**config.mk**
```make
export PLATFORM = sky130hd
export DESIGN_NAME = board_drawer_flat
export DESIGN_NICKNAME = d
export VERILOG_FILES = /design/src/rtl/tetris_pkg.sv /design/src/rtl/board_drawer_if.sv /design/src/rtl/cell_pixel_counter.sv /design/src/rtl/board_drawer.sv /design/src/flat_wrapper.sv
export SDC_FILE = /design/constraint.sdc
export NUM_CORES = 1
export LEC_CHECK = 0
export BUFFER_PORTS_ARGS = -buffer_cell sky130_fd_sc_hd__buf_4
export CAP_MARGIN = 20
export CORE_ASPECT_RATIO = 1.2
export CORE_MARGIN = 4
export CORE_UTILIZATION = 59
export CTS_CLUSTER_SIZE = 20
export DETAILED_ROUTE_END_ITERATION = 16
export PLACE_DENSITY = 0.8
export SYNTH_ARGS = -nofsm -noshare
export SYNTH_HDL_FRONTEND = slang
export SYNTH_HIERARCHICAL = 1
export SYNTH_SLANG_ARGS = --single-unit
export TNS_END_PERCENT = 50
```
**constraint.sdc**
```tcl
create_clock -name clk -period 5.19 [get_ports clk]
set_input_delay 0.519 -clock clk [delete_from_list [all_inputs] [get_ports clk]]
set_output_delay 0.519 -clock clk [all_outputs]
set_load 0.05 [all_outputs]
```
**src/rtl/tetris_pkg.sv**
```systemverilog
`default_nettype none
// ============================================================================
// Module      : tetris_pkg
// Description : Board geometry, colour type, drawer states and the cell-index
//               helper shared by the game core and the board drawer.
// Revision    : 1.0 - initial release
// ============================================================================
package tetris_pkg;

    localparam int BOARD_COLS = 10;
    localparam int BOARD_ROWS = 20;
    localparam int BOARD_BITS = BOARD_COLS * BOARD_ROWS;

    localparam int COL_W = $clog2(BOARD_COLS);
    localparam int ROW_W = $clog2(BOARD_ROWS);
    localparam int IDX_W = $clog2(BOARD_BITS);

    // Framebuffer geometry of the VGA adapter
    localparam int FB_W = 160;
    localparam int FB_H = 120;

    typedef logic [2:0] colour_t;

    typedef enum logic [1:0] {
        S_IDLE   = 2'd0,
        S_SCAN   = 2'd1,
        S_PIXEL  = 2'd2,
        S_FINISH = 2'd3
    } draw_state_t;

    // Flat board bit for (row, col); row 0 is the top row
    function automatic logic [IDX_W-1:0] cell_idx(input logic [ROW_W-1:0] row,
                                                  input logic [COL_W-1:0] col);
        return IDX_W'(int'(row) * BOARD_COLS + int'(col));
    endfunction

endpackage
`default_nettype wire

```
**src/rtl/board_drawer_if.sv**
```systemverilog
`default_nettype none
// ============================================================================
// Module      : board_drawer_if
// Description : Pixel-write channel from the board drawer to the framebuffer
//               adapter; a pixel moves on a cycle with plot && plot_ready.
// Revision    : 1.0 - initial release
// ============================================================================
interface board_drawer_if
    import tetris_pkg::*;
#(
    parameter int X_W = 8,
    parameter int Y_W = 7
) ();

    logic [X_W-1:0] x;
    logic [Y_W-1:0] y;
    colour_t        colour;
    logic           plot;
    logic           plot_ready;

    modport master (output x, output y, output colour, output plot, input plot_ready);
    modport slave  (input x, input y, input colour, input plot, output plot_ready);

endinterface
`default_nettype wire

```
**src/rtl/cell_pixel_counter.sv**
```systemverilog
`default_nettype none
// ============================================================================
// Module      : cell_pixel_counter
// Description : Nested pixel (px, py) and cell (col, row) counters used to
//               walk the board row-major and each cell row-major.
// Revision    : 1.0 - initial release
// ============================================================================
module cell_pixel_counter
    import tetris_pkg::*;
#(
    parameter int CELL_PX = 5,
    parameter int PX_W    = $clog2(CELL_PX + 1)
)(
    input  logic             clk,
    input  logic             resetn,
    input  logic             clear,
    input  logic             step_pixel,
    input  logic             step_cell,
    output logic [PX_W-1:0]  px,
    output logic [PX_W-1:0]  py,
    output logic [COL_W-1:0] col,
    output logic [ROW_W-1:0] row,
    output logic             last_pixel_of_cell,
    output logic             last_cell
);

    logic [PX_W-1:0]  r_px;
    logic [PX_W-1:0]  r_py;
    logic [COL_W-1:0] r_col;
    logic [ROW_W-1:0] r_row;
    logic             w_last_px;
    logic             w_last_col;

    assign w_last_px          = (r_px == PX_W'(CELL_PX - 1));
    assign w_last_col         = (r_col == COL_W'(BOARD_COLS - 1));
    assign last_pixel_of_cell = w_last_px && (r_py == PX_W'(CELL_PX - 1));
    assign last_cell          = w_last_col && (r_row == ROW_W'(BOARD_ROWS - 1));

    assign px  = r_px;
    assign py  = r_py;
    assign col = r_col;
    assign row = r_row;

    // Advance to the next cell (restarting its pixel walk) or to the next pixel
    always_ff @(posedge clk) begin
        if (!resetn || clear) begin
            r_px  <= '0;
            r_py  <= '0;
            r_col <= '0;
            r_row <= '0;
        end else if (step_cell) begin
            r_px <= '0;
            r_py <= '0;
            if (w_last_col) begin
                r_col <= '0;
                r_row <= last_cell ? '0 : r_row + 1'b1;
            end else begin
                r_col <= r_col + 1'b1;
            end
        end else if (step_pixel) begin
            if (w_last_px) begin
                r_px <= '0;
                r_py <= r_py + 1'b1;
            end else begin
                r_px <= r_px + 1'b1;
            end
        end
    end

endmodule
`default_nettype wire

```
**src/rtl/board_drawer.sv**
```systemverilog
`default_nettype none
// ============================================================================
// Module      : board_drawer
// Description : Snapshots the 10x20 board on a redraw request and streams
//               pixel writes for every cell that changed since the last
//               completed frame (all cells on the first frame).
// Revision    : 1.0 - initial release
// ============================================================================
module board_drawer
    import tetris_pkg::*;
#(
    parameter int      CELL_PX   = 5,
    parameter int      ORIGIN_X  = 55,
    parameter int      ORIGIN_Y  = 10,
    parameter int      X_W       = 8,
    parameter int      Y_W       = 7,
    parameter colour_t FG_COLOUR = 3'b111,
    parameter colour_t BG_COLOUR = 3'b000
)(
    input  logic                  clk,
    input  logic                  resetn,
    input  logic [BOARD_BITS-1:0] board,
    input  logic                  start,
    output logic                  busy,
    output logic                  done,
    board_drawer_if.master        pix
);

    localparam int PX_W = $clog2(CELL_PX + 1);

    // The grid must lie inside the framebuffer and be addressable by x/y
    if ((ORIGIN_X + BOARD_COLS * CELL_PX > FB_W) ||
        (ORIGIN_Y + BOARD_ROWS * CELL_PX > FB_H) ||
        (ORIGIN_X + BOARD_COLS * CELL_PX - 1 >= (1 << X_W)) ||
        (ORIGIN_Y + BOARD_ROWS * CELL_PX - 1 >= (1 << Y_W))) begin : g_grid_check
        $error("board_drawer: board grid does not fit the framebuffer");
    end

    draw_state_t           r_state;
    logic [BOARD_BITS-1:0] r_snap;
    logic [BOARD_BITS-1:0] r_prev;
    logic                  r_prev_valid;
    logic                  r_plot;
    logic                  r_busy;
    logic                  r_done;
    logic [X_W-1:0]        r_x;
    logic [Y_W-1:0]        r_y;
    colour_t               r_colour;

    logic [PX_W-1:0]  w_px;
    logic [PX_W-1:0]  w_py;
    logic [COL_W-1:0] w_col;
    logic [ROW_W-1:0] w_row;
    logic             w_last_pix;
    logic             w_last_cell;
    logic [IDX_W-1:0] w_idx;
    logic             w_draw;
    logic             w_xfer;
    logic             w_px_wrap;
    logic [PX_W-1:0]  w_px_nxt;
    logic [PX_W-1:0]  w_py_nxt;
    logic [31:0]      w_base_x;
    logic [31:0]      w_base_y;
    logic [31:0]      w_nx;
    logic [31:0]      w_ny;

    assign w_idx  = cell_idx(w_row, w_col);
    assign w_draw = !r_prev_valid || (r_snap[w_idx] != r_prev[w_idx]);
    assign w_xfer = r_plot && pix.plot_ready;

    // Coordinates at full width; x/y registers keep only the low bits
    assign w_base_x  = 32'(ORIGIN_X) + 32'(w_col) * 32'(CELL_PX);
    assign w_base_y  = 32'(ORIGIN_Y) + 32'(w_row) * 32'(CELL_PX);
    assign w_px_wrap = (w_px == PX_W'(CELL_PX - 1));
    assign w_px_nxt  = w_px_wrap ? '0 : w_px + 1'b1;
    assign w_py_nxt  = w_px_wrap ? w_py + 1'b1 : w_py;
    assign w_nx      = w_base_x + 32'(w_px_nxt);
    assign w_ny      = w_base_y + 32'(w_py_nxt);

    cell_pixel_counter #(
        .CELL_PX (CELL_PX),
        .PX_W    (PX_W)
    ) u_counter (
        .clk                (clk),
        .resetn             (resetn),
        .clear              (r_state == S_IDLE),
        .step_pixel         ((r_state == S_PIXEL) && w_xfer && !w_last_pix),
        .step_cell          (((r_state == S_SCAN) && !w_draw) ||
                             ((r_state == S_PIXEL) && w_xfer && w_last_pix)),
        .px                 (w_px),
        .py                 (w_py),
        .col                (w_col),
        .row                (w_row),
        .last_pixel_of_cell (w_last_pix),
        .last_cell          (w_last_cell)
    );

    // Redraw sequencer: snapshot, scan cells, stream pixels, commit the frame
    always_ff @(posedge clk) begin
        if (!resetn) begin
            r_state      <= S_IDLE;
            r_snap       <= '0;
            r_prev       <= '0;
            r_prev_valid <= 1'b0;
            r_plot       <= 1'b0;
            r_busy       <= 1'b0;
            r_done       <= 1'b0;
            r_x          <= '0;
            r_y          <= '0;
            r_colour     <= '0;
        end else begin
            r_done <= 1'b0;
            case (r_state)
                S_IDLE: begin
                    if (start) begin
                        r_snap  <= board;
                        r_busy  <= 1'b1;
                        r_state <= S_SCAN;
                    end
                end
                S_SCAN: begin
                    if (w_draw) begin
                        r_plot   <= 1'b1;
                        r_x      <= w_base_x[X_W-1:0];
                        r_y      <= w_base_y[Y_W-1:0];
                        r_colour <= r_snap[w_idx] ? FG_COLOUR : BG_COLOUR;
                        r_state  <= S_PIXEL;
                    end else if (w_last_cell) begin
                        r_done  <= 1'b1;
                        r_busy  <= 1'b0;
                        r_state <= S_FINISH;
                    end
                end
                S_PIXEL: begin
                    if (w_xfer) begin
                        if (!w_last_pix) begin
                            r_x <= w_nx[X_W-1:0];
                            r_y <= w_ny[Y_W-1:0];
                        end else begin
                            r_plot <= 1'b0;
                            if (w_last_cell) begin
                                r_done  <= 1'b1;
                                r_busy  <= 1'b0;
                                r_state <= S_FINISH;
                            end else begin
                                r_state <= S_SCAN;
                            end
                        end
                    end
                end
                S_FINISH: begin
                    r_prev       <= r_snap;
                    r_prev_valid <= 1'b1;
                    r_state      <= S_IDLE;
                end
                default: r_state <= S_IDLE;
            endcase
        end
    end

    assign busy       = r_busy;
    assign done       = r_done;
    assign pix.plot   = r_plot;
    assign pix.x      = r_x;
    assign pix.y      = r_y;
    assign pix.colour = r_colour;

endmodule
`default_nettype wire

```
**src/flat_wrapper.sv**
```systemverilog
// flat-port wrapper written by rule: the top's interface ports become plain ports
module board_drawer_flat import tetris_pkg::*;
#(
    parameter int      CELL_PX   = 5,
    parameter int      ORIGIN_X  = 55,
    parameter int      ORIGIN_Y  = 10,
    parameter int      X_W       = 8,
    parameter int      Y_W       = 7,
    parameter colour_t FG_COLOUR = 3'b111,
    parameter colour_t BG_COLOUR = 3'b000
)
  (clk, resetn, board, start, busy, done, pix_x, pix_y, pix_colour, pix_plot, pix_plot_ready);
  board_drawer_if #(.X_W(X_W), .Y_W(Y_W)) pix_i ();
  input  logic clk;
  input  logic resetn;
  input  logic [BOARD_BITS-1:0] board;
  input  logic start;
  output logic busy;
  output logic done;
  output wire logic [$bits(pix_i.x)-1:0] pix_x;
  output wire logic [$bits(pix_i.y)-1:0] pix_y;
  output wire logic [$bits(pix_i.colour)-1:0] pix_colour;
  output wire logic [$bits(pix_i.plot)-1:0] pix_plot;
  input wire logic [$bits(pix_i.plot_ready)-1:0] pix_plot_ready;
  assign pix_x = pix_i.x;
  assign pix_y = pix_i.y;
  assign pix_colour = pix_i.colour;
  assign pix_plot = pix_i.plot;
  assign pix_i.plot_ready = pix_plot_ready;
  board_drawer #(.CELL_PX(CELL_PX), .ORIGIN_X(ORIGIN_X), .ORIGIN_Y(ORIGIN_Y), .X_W(X_W), .Y_W(Y_W), .FG_COLOUR(FG_COLOUR), .BG_COLOUR(BG_COLOUR)) u_core (.clk(clk), .resetn(resetn), .board(board), .start(start), .busy(busy), .done(done), .pix(pix_i));
endmodule
```
==> impl_metrics.tcl <==
set metrics [dict create \
    status "completed" \
    vias_per_cell 5.784 \
    r2r_start "u_core/u_counter/row[0]" \
    drc_errors 0 \
    drive_above_1_share 0.1917 \
    clockBufferDepth 3 \
    syn_to_final_growth_pct 17.18 \
    grt_max_degree 165 \
    setup_ws_ps 222.5 \
    yosys.area.top_type "dfxtp_1" \
    ir_worst_vdd_uv 325.0 \
    antenna_found_initial 0 \
    slew_headroom 0.3304 \
    final_nets 2572 \
    numCtsBuffers 43 \
    fin_crit_ps 4968 \
    synthArstFlopShare 0 \
    ys_types 68 \
    cts_root_buf "clkbuf_16" \
    pre_cts_slack_ps -16.45 \
    end_kind "flop" \
    rr_worst_depth 15 \
    wl_mm 50.95 \
    io_buffers 224 \
    io_pins 225 \
    ant_nets 0 \
    ys_seq_area_frac 0.4316 \
    path_clk_slew_ps 60 \
    leakage_nw 8.825 \
    worst_slew_pin_slew_ps 1004 \
    hold_depth 3 \
    htreeDepth 2 \
    via_count 16220 \
    drt_iter0_drc 1163 \
    synthFlopType "dfxtp_1" \
    synth_fp_nets 2428 \
    syn_avg_cell_area_um2 9.327 \
    hp-start "board[38]" \
    routedWlPerCell_um 18.17 \
    synth_area_um2 20270 \
    grt_pass1_wl_mm 80.57 \
    p_per_area_nw_per_um2 379.7 \
    synth_cells 2173 \
    crit_fanout 28 \
    grt_remaining_overflow 0 \
    dp_hpwl_mm 34.45 \
    max_cap_violations 0 \
    grt.total_usage 0.2625 \
    ys_ff_latch 437 \
    n_fill_cell 2507 \
    critPathKind "flop to flop" \
    fp.dieW_um 177.2 \
    worstPathRequired_ps 5630 \
    die_area_um2 37390 \
    yosys-top-cells-count "nand2_1, dfxtp_1, nor2_1" \
    rsz0062_at_grt "false" \
    min_to "u_core/r_snap[38]" \
    ys_top_cells_by_area "dfxtp_1, mux2i_1, mux4_2" \
    max_freq_mhz 201.3 \
    dieHeight_um 211.0 \
    core_area_um2 33980 \
    synth_edf_count 0 \
    reg2reg_to "u_core/u_counter/col[3]" \
    final_hold_viol_count 0 \
    insertion_delay_ps 570 \
    fin_total_pwr_mw 9.018 \
    cts_hold_buf 0 \
    grt_pass1_vias 15840 \
    gp_congestion 0.8580 \
    yosysMostFrequentCell "nand2_1" \
    period_share 0.9571 \
    clock_sinks 437 \
    startpoint_type "flop" \
    cp.arrival_ps 5410 \
    skew_ps 21.34 \
    finalSetupViolations 0 \
    synth_top_area_share 0.4316 \
    cts_tree "done" \
    hold_path_class "input pin to flop" \
    reg2reg_slack_ps 220 \
    ys_warn_count 6 \
    dr.pass1.iters 7 \
    antenna_cells 0 \
    start_util 0.5965 \
    finalMaxSlewViolations 0 \
    row_count 74 \
]
==> through the flow <==
step                        util  TNS [ps]  hold WS, ps  std cells  area [µm²]
after detailed placement  0.6541    -16.45        464.7       2728       22230
after global routing      0.6989         0        191.6       2804       23750
after floorplan                -         0        445.8       2173       20270
after CTS                 0.6980         0        169.2       2804       23720
after global placement    0.6541         0        453.6       2728       22230
final                     0.6989         0        192.9       2804       23750
==> state kept, by name, indices dropped and copies added, names as in the netlist <==
name	count
u_core/pix.y	7
u_core/pix.x	8
u_core/u_counter/py	3
u_core/pix.colour	1
u_core/r_snap	200
u_core/busy	1
u_core/u_counter/row	5
u_core/done	1
u_core/u_counter/px	3
u_core/pix.plot	1
u_core/r_state	2
u_core/r_prev	200
u_core/r_prev_valid	1
u_core/u_counter/col	4
==> power by group <==
| part | switching (mW) | internal, mW | total (mW) | leakage (nW) |
|---|---|---|---|---|
| logic | 1.12 | 0.676 | 1.79 | 4.54 |
| clock network | 1.33 | 1.93 | 3.26 | 0.732 |
| registers | 0.276 | 3.69 | 3.96 | 3.55 |
==> cell type report <==
class	count	area (µm²)	area share
Clock buffer	60	1240	0.05221
Sequential cell	437	8752	0.3685
Multi-Input combinational cell	1551	10830	0.4561
Inverter	29	116.4	0.004899
Clock inverter	16	249.0	0.01048
Timing Repair Buffer	255	1989	0.08376
Tap cell	456	570.5	0.02402
==> how the worst max path moves through the flow <==
stage                                 start                 endpoint  slack [ps]  cells after the start
finish              u_core/u_counter/row[0]  u_core/u_counter/col[3]         220                     15
detailed placement  u_core/u_counter/row[3]  u_core/u_counter/row[4]         -20                     15
global placement    u_core/u_counter/row[3]  u_core/u_counter/row[4]         150                     15
global route        u_core/u_counter/row[3]  u_core/u_counter/row[4]           6                     15
CTS                 u_core/u_counter/row[0]  u_core/u_counter/row[4]         120                     15
floorplan           u_core/u_counter/row[1]  u_core/u_counter/row[4]         460                     15
==> cells in the final DEF, fill, tap and decap left out, drive strengths merged, types with 4 or more instances in the layout <==
cell type / n
a2111oi: 4
a211oi: 12
a21o: 6
a21oi: 238
a22oi: 9
a31oi: 7
and2: 7
and3: 6
buf: 255
bufinv: 5
clkbuf: 60
clkinv: 9
dfxtp: 437
fa: 6
ha: 45
inv: 30
mux2: 8
mux2i: 244
mux4: 93
nand2: 453
nand2b: 6
nand3: 30
nand4: 5
nor2: 246
nor2b: 12
nor3: 10
nor4: 5
o21ai: 15
o22ai: 4
or4: 5
xnor2: 22
xor2: 9
==> kinds of logic after synthesis <==
kind of cell               count (synthesis)  synth area share
and+or+nand+nor                          800            0.1605
DFF                                      437            0.4316
muxes                                    345            0.2283
AOI/OAI and AO/OA                        323           0.09235
buffers and inverters                    185           0.03901
adders and majority gates                 51           0.03371
xor gates and xnor gates                  32           0.01451
==> layer usage <==
layer / vias to the layer above / global-route usage / share of wire
met3: 103 / 0.03688 / 0.054
met4: 0 / 0.08994 / 0.032
li1: 7790 / - / -
met5: - / 0 / 0
met1: 7826 / 0.3428 / 0.41
met2: 500 / 0.4504 / 0.50
==> critical path, cell delays in order (launching register included) <==
cell and delay (ps):
dfxtp_1 420, ha_4 220, fa_4 1000, buf_12 240
nor2b_2 280, a22oi_1 100, mux2i_1 190, o211ai_1 100
a2111oi_0 510, o221ai_1 330, a2111o_1 600, nand3_1 190
nand2_2 160, and4b_1 240, o21ai_0 160, a21oi_1 90
==> repair_timing <==
item / CTS / global route
setup endpoints to repair: 3 / 13
buffers inserted: 0 / 0
resized for setup: 1 / 5
No activity file was read; power rests on OpenSTA's default activity.
